## config.mk

```make
export PLATFORM = sky130hd
export DESIGN_NAME = wrr_arbiter_flat
export DESIGN_NICKNAME = d
export VERILOG_FILES = /design/src/rtl/wrr_arbiter_pkg.sv /design/src/rtl/wrr_arbiter_if.sv /design/src/rtl/wrr_arbiter_counter_base.sv /design/src/rtl/wrr_arbiter.sv /design/src/flat_wrapper.sv
export SDC_FILE = /design/constraint.sdc
export NUM_CORES = 1
export LEC_CHECK = 0
export CAP_MARGIN = 20
export CORE_MARGIN = 4
export CORE_UTILIZATION = 50
export CTS_CLUSTER_SIZE = 24
export DETAILED_ROUTE_END_ITERATION = 16
export PLACE_DENSITY = 0.84
export SYNTH_ARGS = -nofsm -noshare
export SYNTH_HDL_FRONTEND = slang
export SYNTH_SLANG_ARGS = --single-unit
```

## constraint.sdc

```tcl
create_clock -name clk -period 4.2 [get_ports clk]
set_input_delay 0.84 -clock clk [delete_from_list [all_inputs] [get_ports clk]]
set_output_delay 0.84 -clock clk [all_outputs]
set_load 0.02 [all_outputs]
```

## src/rtl/wrr_arbiter_pkg.sv

```systemverilog
// Shared types and default sizes for the weighted round-robin arbiter.
// Optional feature macro: WRR_ARBITER_LOCK_EN (adds a burst-extending lock input).
package wrr_arbiter_pkg;

  typedef enum logic [0:0] {ST_IDLE, ST_GRANT} wrr_state_t;

  localparam int DEFAULT_NUM_REQ      = 4;
  localparam int DEFAULT_WEIGHT_WIDTH = 3;

endpackage

```

## src/rtl/wrr_arbiter_if.sv

```systemverilog
// Requester-side bundle of the weighted round-robin arbiter.
// The master modport is the requester/resource side, slave is the arbiter.
// Optional feature macro: WRR_ARBITER_LOCK_EN (adds i__lock).
interface wrr_arbiter_if
  import wrr_arbiter_pkg::*;
#(
  parameter int NUM_REQ      = DEFAULT_NUM_REQ,
  parameter int WEIGHT_WIDTH = DEFAULT_WEIGHT_WIDTH
);
  localparam int ID_WIDTH = $clog2(NUM_REQ);

  logic [NUM_REQ*WEIGHT_WIDTH-1:0] i__weight;
  logic [NUM_REQ-1:0]              i__req;
  logic                            i__ack;
  logic                            o__valid;
  logic [NUM_REQ-1:0]              o__grant;
  logic [ID_WIDTH-1:0]             o__grant_id;
  logic [WEIGHT_WIDTH-1:0]         o__burst_count;
`ifdef WRR_ARBITER_LOCK_EN
  logic                            i__lock;

  modport master (
    output i__weight, i__req, i__ack, i__lock,
    input  o__valid, o__grant, o__grant_id, o__burst_count
  );
  modport slave (
    input  i__weight, i__req, i__ack, i__lock,
    output o__valid, o__grant, o__grant_id, o__burst_count
  );
`else
  modport master (
    output i__weight, i__req, i__ack,
    input  o__valid, o__grant, o__grant_id, o__burst_count
  );
  modport slave (
    input  i__weight, i__req, i__ack,
    output o__valid, o__grant, o__grant_id, o__burst_count
  );
`endif

endinterface

```

## src/rtl/wrr_arbiter_counter_base.sv

```systemverilog
// Generic wrapping up-counter used to count acks within a burst.
// Counts 0..i__max_count then wraps to 0 on the next increment.
module counter_base #(
  parameter int                     COUNT_WIDTH = 3,
  parameter logic [COUNT_WIDTH-1:0] INIT_VALUE  = '0
) (
  input  logic                   clk,
  input  logic                   reset,
  input  logic                   i__inc,
  input  logic [COUNT_WIDTH-1:0] i__max_count,
  output logic [COUNT_WIDTH-1:0] o__count,
  output logic                   o__at_max
);

  logic [COUNT_WIDTH-1:0] count_reg;

  // Increment on request, wrapping to zero once the maximum has been reached.
  always_ff @(posedge clk) begin
    if (reset) begin
      count_reg <= INIT_VALUE;
    end else if (i__inc) begin
      if (count_reg == i__max_count) begin
        count_reg <= '0;
      end else begin
        count_reg <= count_reg + 1'b1;
      end
    end
  end

  assign o__count  = count_reg;
  assign o__at_max = (count_reg == i__max_count);

endmodule

```

## src/rtl/wrr_arbiter.sv

```systemverilog
// Weighted round-robin arbiter: the grantee keeps the resource for weight+1
// accepted transfers, then the grant rotates to the next requester.
// Optional feature macro: WRR_ARBITER_LOCK_EN (i__lock suppresses burst end).
module wrr_arbiter
  import wrr_arbiter_pkg::*;
#(
  parameter int NUM_REQ      = DEFAULT_NUM_REQ,
  parameter int WEIGHT_WIDTH = DEFAULT_WEIGHT_WIDTH
) (
  input logic           clk,
  input logic           reset,
  wrr_arbiter_if.slave  bus
);
  localparam int ID_WIDTH = $clog2(NUM_REQ);

  wrr_state_t              state_reg;
  logic [ID_WIDTH-1:0]     ptr_reg;
  logic                    valid_reg;
  logic [NUM_REQ-1:0]      grant_reg;
  logic [ID_WIDTH-1:0]     id_reg;
  logic [WEIGHT_WIDTH-1:0] weight_reg;

  logic [WEIGHT_WIDTH-1:0] weight_field [NUM_REQ];
  logic [2*NUM_REQ-1:0]    req_dbl;
  logic [NUM_REQ-1:0]      req_rot;
  logic [ID_WIDTH-1:0]     pick_offset;
  logic [ID_WIDTH:0]       pick_sum;
  logic [ID_WIDTH-1:0]     pick_id;
  logic [NUM_REQ-1:0]      pick_onehot;
  logic [ID_WIDTH-1:0]     next_ptr;
  logic                    lock_active;
  logic                    ack_in_burst;
  logic                    burst_end;
  logic                    abandon;
  logic                    counter_rst;
  logic                    count_at_max;
  logic [WEIGHT_WIDTH-1:0] burst_count;

  // Split the packed weight bus into one field per requester.
  for (genvar gi = 0; gi < NUM_REQ; gi++) begin : g_weight
    assign weight_field[gi] = bus.i__weight[gi*WEIGHT_WIDTH +: WEIGHT_WIDTH];
  end

`ifdef WRR_ARBITER_LOCK_EN
  assign lock_active = bus.i__lock;
`else
  assign lock_active = 1'b0;
`endif

  // An ack that lands on the last quantum slot ends the burst unless locked;
  // a dropped request without an ack abandons it (lock never blocks that).
  assign ack_in_burst = bus.i__ack & valid_reg;
  assign burst_end    = ack_in_burst & count_at_max & ~lock_active;
  assign abandon      = valid_reg & ~bus.i__ack & ~bus.i__req[id_reg];
  assign counter_rst  = reset | abandon;
  assign next_ptr     = (id_reg == ID_WIDTH'(NUM_REQ-1)) ? '0 : id_reg + 1'b1;

  // Rotate requests so ptr sits at bit 0, take the lowest set bit, rotate back.
  always_comb begin
    req_dbl     = {bus.i__req, bus.i__req} >> ptr_reg;
    req_rot     = req_dbl[NUM_REQ-1:0];
    pick_offset = '0;
    for (int i = NUM_REQ - 1; i >= 0; i--) begin
      if (req_rot[i]) pick_offset = ID_WIDTH'(i);
    end
    pick_sum = {1'b0, ptr_reg} + {1'b0, pick_offset};
    if (pick_sum >= (ID_WIDTH+1)'(NUM_REQ)) begin
      pick_sum = pick_sum - (ID_WIDTH+1)'(NUM_REQ);
    end
    pick_id     = pick_sum[ID_WIDTH-1:0];
    pick_onehot = {{(NUM_REQ-1){1'b0}}, 1'b1} << pick_id;
  end

  // Grant FSM: issue a grant from IDLE, return to IDLE on burst end or abandon.
  always_ff @(posedge clk) begin
    if (reset) begin
      state_reg  <= ST_IDLE;
      ptr_reg    <= '0;
      valid_reg  <= 1'b0;
      grant_reg  <= '0;
      id_reg     <= '0;
      weight_reg <= '0;
    end else begin
      case (state_reg)
        ST_IDLE: begin
          if (|bus.i__req) begin
            state_reg  <= ST_GRANT;
            valid_reg  <= 1'b1;
            grant_reg  <= pick_onehot;
            id_reg     <= pick_id;
            weight_reg <= weight_field[pick_id];
          end
        end
        ST_GRANT: begin
          if (burst_end || abandon) begin
            state_reg <= ST_IDLE;
            valid_reg <= 1'b0;
            grant_reg <= '0;
            ptr_reg   <= next_ptr;
          end
        end
        default: state_reg <= ST_IDLE;
      endcase
    end
  end

  counter_base #(
    .COUNT_WIDTH (WEIGHT_WIDTH),
    .INIT_VALUE  ('0)
  ) u_burst_counter (
    .clk          (clk),
    .reset        (counter_rst),
    .i__inc       (ack_in_burst),
    .i__max_count (weight_reg),
    .o__count     (burst_count),
    .o__at_max    (count_at_max)
  );

  assign bus.o__valid       = valid_reg;
  assign bus.o__grant       = grant_reg;
  assign bus.o__grant_id    = id_reg;
  assign bus.o__burst_count = burst_count;

endmodule

```

## src/flat_wrapper.sv

```systemverilog
// flat-port wrapper written by rule: the top's interface ports become plain ports
module wrr_arbiter_flat import wrr_arbiter_pkg::*;
#(
  parameter int NUM_REQ      = DEFAULT_NUM_REQ,
  parameter int WEIGHT_WIDTH = DEFAULT_WEIGHT_WIDTH
)
  (clk, reset, bus_i__weight, bus_i__req, bus_i__ack, bus_o__valid, bus_o__grant, bus_o__grant_id, bus_o__burst_count);
  wrr_arbiter_if #(.NUM_REQ(NUM_REQ), .WEIGHT_WIDTH(WEIGHT_WIDTH)) bus_i ();
  input logic clk;
  input logic reset;
  input wire logic [$bits(bus_i.i__weight)-1:0] bus_i__weight;
  input wire logic [$bits(bus_i.i__req)-1:0] bus_i__req;
  input wire logic [$bits(bus_i.i__ack)-1:0] bus_i__ack;
  output wire logic [$bits(bus_i.o__valid)-1:0] bus_o__valid;
  output wire logic [$bits(bus_i.o__grant)-1:0] bus_o__grant;
  output wire logic [$bits(bus_i.o__grant_id)-1:0] bus_o__grant_id;
  output wire logic [$bits(bus_i.o__burst_count)-1:0] bus_o__burst_count;
  assign bus_i.i__weight = bus_i__weight;
  assign bus_i.i__req = bus_i__req;
  assign bus_i.i__ack = bus_i__ack;
  assign bus_o__valid = bus_i.o__valid;
  assign bus_o__grant = bus_i.o__grant;
  assign bus_o__grant_id = bus_i.o__grant_id;
  assign bus_o__burst_count = bus_i.o__burst_count;
  wrr_arbiter #(.NUM_REQ(NUM_REQ), .WEIGHT_WIDTH(WEIGHT_WIDTH)) u_core (.clk(clk), .reset(reset), .bus(bus_i));
endmodule
```

==> summary.md, run 1 <==
| Metric | Value |
|---|---|
| Outcome | `finished, final reports clean` |
| Unrepaired setup endpoints after global routing | `no` |
| # clock sinks | `16` |
| Max Cap Viol | `0` |
| Post CTS Setup Buffer Count | `0` |
| Most common cell after layout, fill and taps aside | `clkdlybuf4s50_1` |
| Area of the multi-input gates | `649 sq um` |
| Psw | `approximately 0.13 mW` |
| Xor-xnor portion of the synthesized cell area | `0.0585` |
| Synth Area in Adders | `0.0487` |
| CTS resizes | `0` |
| Storage cell area | `around 320 sq um` |
| Gp weighted congestion | `0.837` |
| Skew final | `approximately 0.0011 ns` |
| Grt total ovfl | `0` |
| Post-synth EDFFs | `0` |
| I/O pins | `29` |
| Area post-placement | `1290 sq um` |
| Most frequent cells in the layout | `clkdlybuf4s50_1 (28), nor2_1 (16), dfxtp_1 (16)` |
| Max reg flops | `4` |
| Initial DRC count | `20` |
| Comb pwr share | `0.327` |
| Finished Core Util | `0.677` |
| Total die area | `2840 sq um` |
| Syn Inst Count | `119` |
| Leakage | `0.502 nW` |
| Rows | `16` |
| Avg Synthesized Cell Area | `about 8.6 sq um` |
| Slew @ Worst Pin | `0.549 ns` |
| Inserted Clock Buffers | `3` |
| Synth Warn # | `0` |
| DRC viols | `0` |
| Fill count | `between 150 and 200` |
| Post-synthesis compound-gate area fraction | `0.160` |
| TritonRoute pass-1 iters | `4` |
| Pwr Density | `319 nW/um^2` |
| HPWL after DPL | `1.71 mm` |
| R2R Path Start | `u_core.ptr_reg[0]$_SDFFE_PP0P_` |
| Port Buffers | `28` |
| Final Max Slew Viols | `0` |
| Worst setup SP type | `input port` |
| #FFs+latches synth | `16` |
| First-pass GRT wire length | `3.69 mm` |
| Switching Share | `0.315` |
| Reg2reg setup slack | `1.69 ns` |
| Layout overhead on the synthesized area | `29.2%` |
| Critical path type | `in -> reg` |
| WL final | `2.32 mm` |
| Ant diodes | `0` |
| Proportion of synthesized area in mux cells | `0.122` |
| P_int | `0.290 mW` |
| Syn Nets | `between 100 and 150` |
| Avg WL per Cell | `13.6 microns` |
| Final TNS setup | `0 ns` |
| Share of cells above drive strength 1 | `0.0833` |
| GRT Resource Usage Total | `0.177` |
| Max Freq | `316 MHz` |
| Crit path required time | `approximately 4.4 ns` |
| Finished Cell Area | `1330 sq um` |
| TritonCTS clock tree | `yes` |
| R2R depth | `7` |
| Final hold vios | `0` |
| Synth unique cells | `39` |
| Most common flop cell mapped by yosys | `dfxtp_1` |
| Area of the core | `1960 sq um` |
| Seq pwr share | `0.430` |
| Post-route minimum period | `roughly 3.2 ns` |
| Mapped Area | `approximately 1000 sq um` |
| Largest family of logic cells by synthesized area | `simple AND/OR/NAND/NOR gates` |
| Synth area leader | `dfxtp_1` |
| Async SR Flop Fraction | `0` |
| VDD IR max | `189 uV` |
| CTS clock-pin slew for the worst setup and hold paths | `0.09 ns` |
| Crit path from | `bus_i__req[1]` |
| Clock Tree Buf Depth | `2` |
| Height of the die | `53.3 microns` |
| CP max FO | `8` |
| Initial Utilization | `0.524` |
| Critical path capture point | `u_core.weight_reg[2]$_SDFFE_PP0P_` |
| Final #Nets | `between 150 and 200` |
| Final Cycle Share | `0.754` |
| Setup crit end kind | `flip-flop` |
| Crit path arrival time | `3.40 ns` |
| Synth area leaders | `dfxtp_1 (31%), mux2i_1 (7.8%), nor2_1 (5.8%)` |
| Post-synthesis simple-gate area fraction | `0.244` |
| Vias in the first global route | `roughly 860` |
| Max H-tree Level | `1` |
| Initial antenna violation count | `0` |
| CTS root buf | `clkbuf_4` |
| Hold Crit Class | `reg -> reg` |
| Final setup viols | `0` |
| Clock power frac | `0.244` |
| Clk_lat worst skew | `0.29 ns` |
| Top-area cell type share of the netlist area | `0.312` |
| Seq/Total Area, Yosys | `0.312` |
| Hold buffer count at CTS | `0` |
| Die Width | `53.3 microns` |
| DR vias/cell | `5.47` |
| Slew HR | `0.633` |
| Via count | `about 940` |
| RR Endpoint | `u_core.weight_reg[2]$_SDFFE_PP0P_` |
| Largest net degree at the start of global routing | `18` |
| Post-DRT Antenna Nets | `0` |
[power by group through the flow]
stage          Sequential, mW  Combinational (mW)  Clock [mW]
5_1_grt                 0.184               0.151       0.114
6_report                0.182               0.138       0.103
4_1_cts                 0.181               0.139       0.104
2_1_floorplan           0.190              0.0873           0
3_5_place_dp            0.185               0.138           0
3_3_place_gp            0.184               0.134           0
[Yosys cell counts (2+ instances only)]
library cell   n
nand3b_1       3
nor2_1        16
o211ai_1       2
or3_1          2
nand2_1        6
ha_1           4
o21ai_1        4
mux2_1         3
nor2b_1        3
a21oi_1        7
mux2i_1        8
nor4_1         2
xnor2_1        4
buf_6          2
nor3_1         4
nand2b_1       3
nand3_1        7
inv_1          2
dfxtp_1       16
buf_4          2
[per-layer routing]
| metal | global-route usage | vias up | wire [microns] |
|---|---|---|---|
| met3 | 0.0563 | 6 | 112 |
| met5 | 0 | - | 0 |
| met2 | 0.302 | 25 | 1130 |
| li1 | - | 472 | - |
| met4 | 0.0809 | 0 | 48 |
| met1 | 0.196 | 433 | 1030 |
[stage by stage]
step	hold WS (ns)	setup WS, ns	cells	total power [mW]
after CTS	0.478	1.05	171	0.424
after floorplan	0.464	1.40	119	0.277
after global routing	0.497	0.902	171	0.449
after detailed placement	0.462	0.763	167	0.323
final	0.478	1.03	171	0.423
after global placement	0.457	0.827	167	0.319
[cell type report]
type | count | share of cell area
clock buffers | 4 | 0.0273
well taps | 27 | 0.0254
repair buffers | 28 | 0.211
inverters | 2 | 0.00566
flip-flops and latches | 16 | 0.241
multi-input cells | 94 | 0.489
[worst max-delay path, stage by stage]
cell and delay, ns:
clkdlybuf4s50_1 0.63, nor2_1 0.09, or4_2 0.54, o211ai_1 0.14, ha_1 0.21, xnor2_1 0.09
xnor2_2 0.36, mux2_1 0.37, o21ai_1 0.12
[cell families (layout without fill, tap and decap cells)]
family / Yosys count / count (layout)
AOI/OAI and AO/OA: 22 / 22
xor gates and xnor gates: 6 / 6
adders and majority gates: 4 / 4
buffers and inverters: 9 / 34
DFF: 16 / 16
muxes: 12 / 12
and+or+nand+nor: 50 / 50
[how the worst min path moves through the flow]
stage	startpoint	slack, ns	depth (start not counted)	to
3_5_place_dp	u_core.bus.o__grant[3]$_SDFFE_PP0P_	0.46	2	u_core.bus.o__grant[3]$_SDFFE_PP0P_
6_report	u_core.bus.o__grant[3]$_SDFFE_PP0P_	0.48	2	u_core.bus.o__grant[3]$_SDFFE_PP0P_
5_1_grt	u_core.bus.o__grant[3]$_SDFFE_PP0P_	0.50	2	u_core.bus.o__grant[3]$_SDFFE_PP0P_
4_1_cts	u_core.bus.o__grant[3]$_SDFFE_PP0P_	0.48	2	u_core.bus.o__grant[3]$_SDFFE_PP0P_
3_3_place_gp	u_core.bus.o__grant[2]$_SDFFE_PP0P_	0.46	2	u_core.bus.o__grant[2]$_SDFFE_PP0P_
2_1_floorplan	u_core.weight_reg[0]$_SDFFE_PP0P_	0.46	2	u_core.weight_reg[0]$_SDFFE_PP0P_
Note: power is estimated with default switching activity, not from simulation.
==> run 2: changes to the inputs <==
CORE_UTILIZATION = 42   (was 50)
PLACE_DENSITY = 0.75   (was 0.84)
clock period = 2.9 ns   (was 4.2 ns; I/O delays follow)
==> summary.md, run 2 (synthesis gave the netlist of run 1 again) <==
| Metric | Value |
|---|---|
| Largest net degree at the start of global routing | `18` |
| Crit path arrival time | `2.90 ns` |
| Clock Tree Buf Depth | `2` |
| Post-route minimum period | `around 2.7 ns` |
| Setup WS pre-CTS | `-0.0699 ns` |
| Non-Filler Instances | `178` |
| Finished Core Util | `0.604` |
| # clock sinks | `16` |
| Crit path required time | `slightly above 3 ns` |
| Grt total ovfl | `0` |
| Worst setup SP type | `input port` |
| VDD IR max | `395 uV` |
| Crit path cell chain | `clkdlybuf4s50_1 > or4_2 > o211ai_1 > ha_1 > xnor2_1 > xnor2_2 > mux2_1 > o21ai_1` |
| Setup crit end kind | `flip-flop` |
| Hold Crit Class | `reg -> reg` |
| First-pass GRT wire length | `~3.7 mm` |
| I/O pins | `29` |
| Clk_lat worst skew | `0.29 ns` |
| Final setup viols | `0` |
| CP top delay family | `simple AND/OR/NAND/NOR gates` |
| TritonCTS clock tree | `yes` |
| Final Cycle Share | `0.927` |
| Crit path from | `bus_i__req[0]` |
| Ant diodes | `0` |
| Vias in the first global route | `864` |
| Skew final | `~0.0088 ns` |
| DR vias/cell | `between 5 and 6` |
| Area of the core | `2280 sq um` |
| Rows | `17` |
| Hold buffer count at CTS | `0` |
| CP max stage delay | `0.65 ns` |
| CTS clock-pin slew for the worst setup and hold paths | `0.10 ns` |
| Height of the die | `between 50 and 60 microns` |
| Post CTS Setup Buffer Count | `0` |
| Max Freq | `372 MHz` |
| CP max FO | `4` |
| WHS | `0.473 ns` |
| Initial Utilization | `0.451` |
| R2R Path Start | `u_core.ptr_reg[0]$_SDFFE_PP0P_` |
| Share of cells above drive strength 1 | `0.120` |
| Total placed cells including tap cells | `174` |
| Unrepaired setup endpoints after global routing | `no` |
| Final Max Slew Viols | `0` |
| Worst path slowest cell | `or4_2` |
| Worst path buffer plus inverter count | `1` |
| DRC viols | `0` |
| Via count | `between 900 and 1k` |
| WL final | `around 2.2 mm` |
| Outcome | `finished, final reports clean` |
| Critical path type | `in -> reg` |
| TritonRoute pass-1 iters | `4` |
| Final hold vios | `0` |
| Most frequent cells in the layout | `clkdlybuf4s50_1 (28), nor2_1 (16), dfxtp_1 (16)` |
| Inserted Clock Buffers | `3` |
| Post-DRT Antenna Nets | `0` |
| Worst setup margin | `between 0.2 and 0.25 ns` |
| Gp weighted congestion | `0.786` |
| Total die area | `3300 sq um` |
| Slew @ Worst Pin | `0.561 ns` |
| Max H-tree Level | `1` |
| Avg WL per Cell | `about 12 microns` |
| Initial antenna violation count | `0` |
| Port Buffers | `28` |
| Hold Startpoint | `u_core.bus.o__grant[1]$_SDFFE_PP0P_` |
| Layout overhead on the synthesized area | `33.7%` |
| GRT Resource Usage Total | `0.138` |
| Max Cap Viol | `0` |
| CTS root buf | `clkbuf_4` |
| Pwr Density | `451 nW/um^2` |
| Slew HR | `0.625` |
| Die Width | `57.5 microns` |
| HPWL after DPL | `1.79 mm` |
| Final #Nets | `174` |
| Most common cell after layout, fill and taps aside | `clkdlybuf4s50_1` |
| Total power | `0.620 mW` |
| CTS resizes | `0` |
| Max reg flops | `4` |
| Initial DRC count | `12` |
| Leakage | `0.530 nW` |
run 2: cell count changes in the layout (fill, tap and decap cells not counted):
cell / before / now
buf_4: 0 / 6
run 2: worst paths after layout:
check | cells past startpoint | slack, ns | endpoint
setup / recovery | 8 | 0.21 | u_core.weight_reg[2]$_SDFFE_PP0P_
hold / removal | 2 | 0.47 | u_core.bus.o__grant[1]$_SDFFE_PP0P_
setup reg to reg | 7 | 0.45 | u_core.weight_reg[2]$_SDFFE_PP0P_
hold reg to reg | 2 | 0.47 | u_core.bus.o__grant[1]$_SDFFE_PP0P_
run 2: worst reg2reg max path, stage by stage (launching register included):
cell,delay [ns]
dfxtp_1,0.45
or4_2,0.70
o211ai_1,0.14
ha_1,0.21
xnor2_1,0.17
xnor2_2,0.20
mux2_1,0.35
o21ai_1,0.15
run 2: cell type report:
class / instances / area [sq um]
Tap cell: 28 / 35.0
Clock buffer: 4 / 36.3
Inverter: 2 / 7.51
Sequential cell: 16 / 320
Timing Repair Buffer: 34 / 325
Fill cell: 215 / 902
Multi-Input combinational cell: 94 / 649
run 2: where the power goes:
group          internal, mW  leakage [nW]  switching, mW
logic                 0.110         0.378         0.0990
clock network        0.0764        0.0210         0.0722
registers             0.240         0.131         0.0222
run 2: layer usage:
metal,up-vias,track usage,routed length [microns]
li1,489,-,-
met1,431,0.184,998
met2,27,0.224,1100
met3,2,0.0294,120
met4,0,0.0397,6
met5,-,0,0
run 2: per-stage QoR:
stage,instance area [sq um],TNS (ns)
2_1_floorplan,1030,0
3_3_place_gp,1340,-0.0376
3_5_place_dp,1340,-0.135
4_1_cts,1370,0
5_1_grt,1370,0
6_report,1370,0
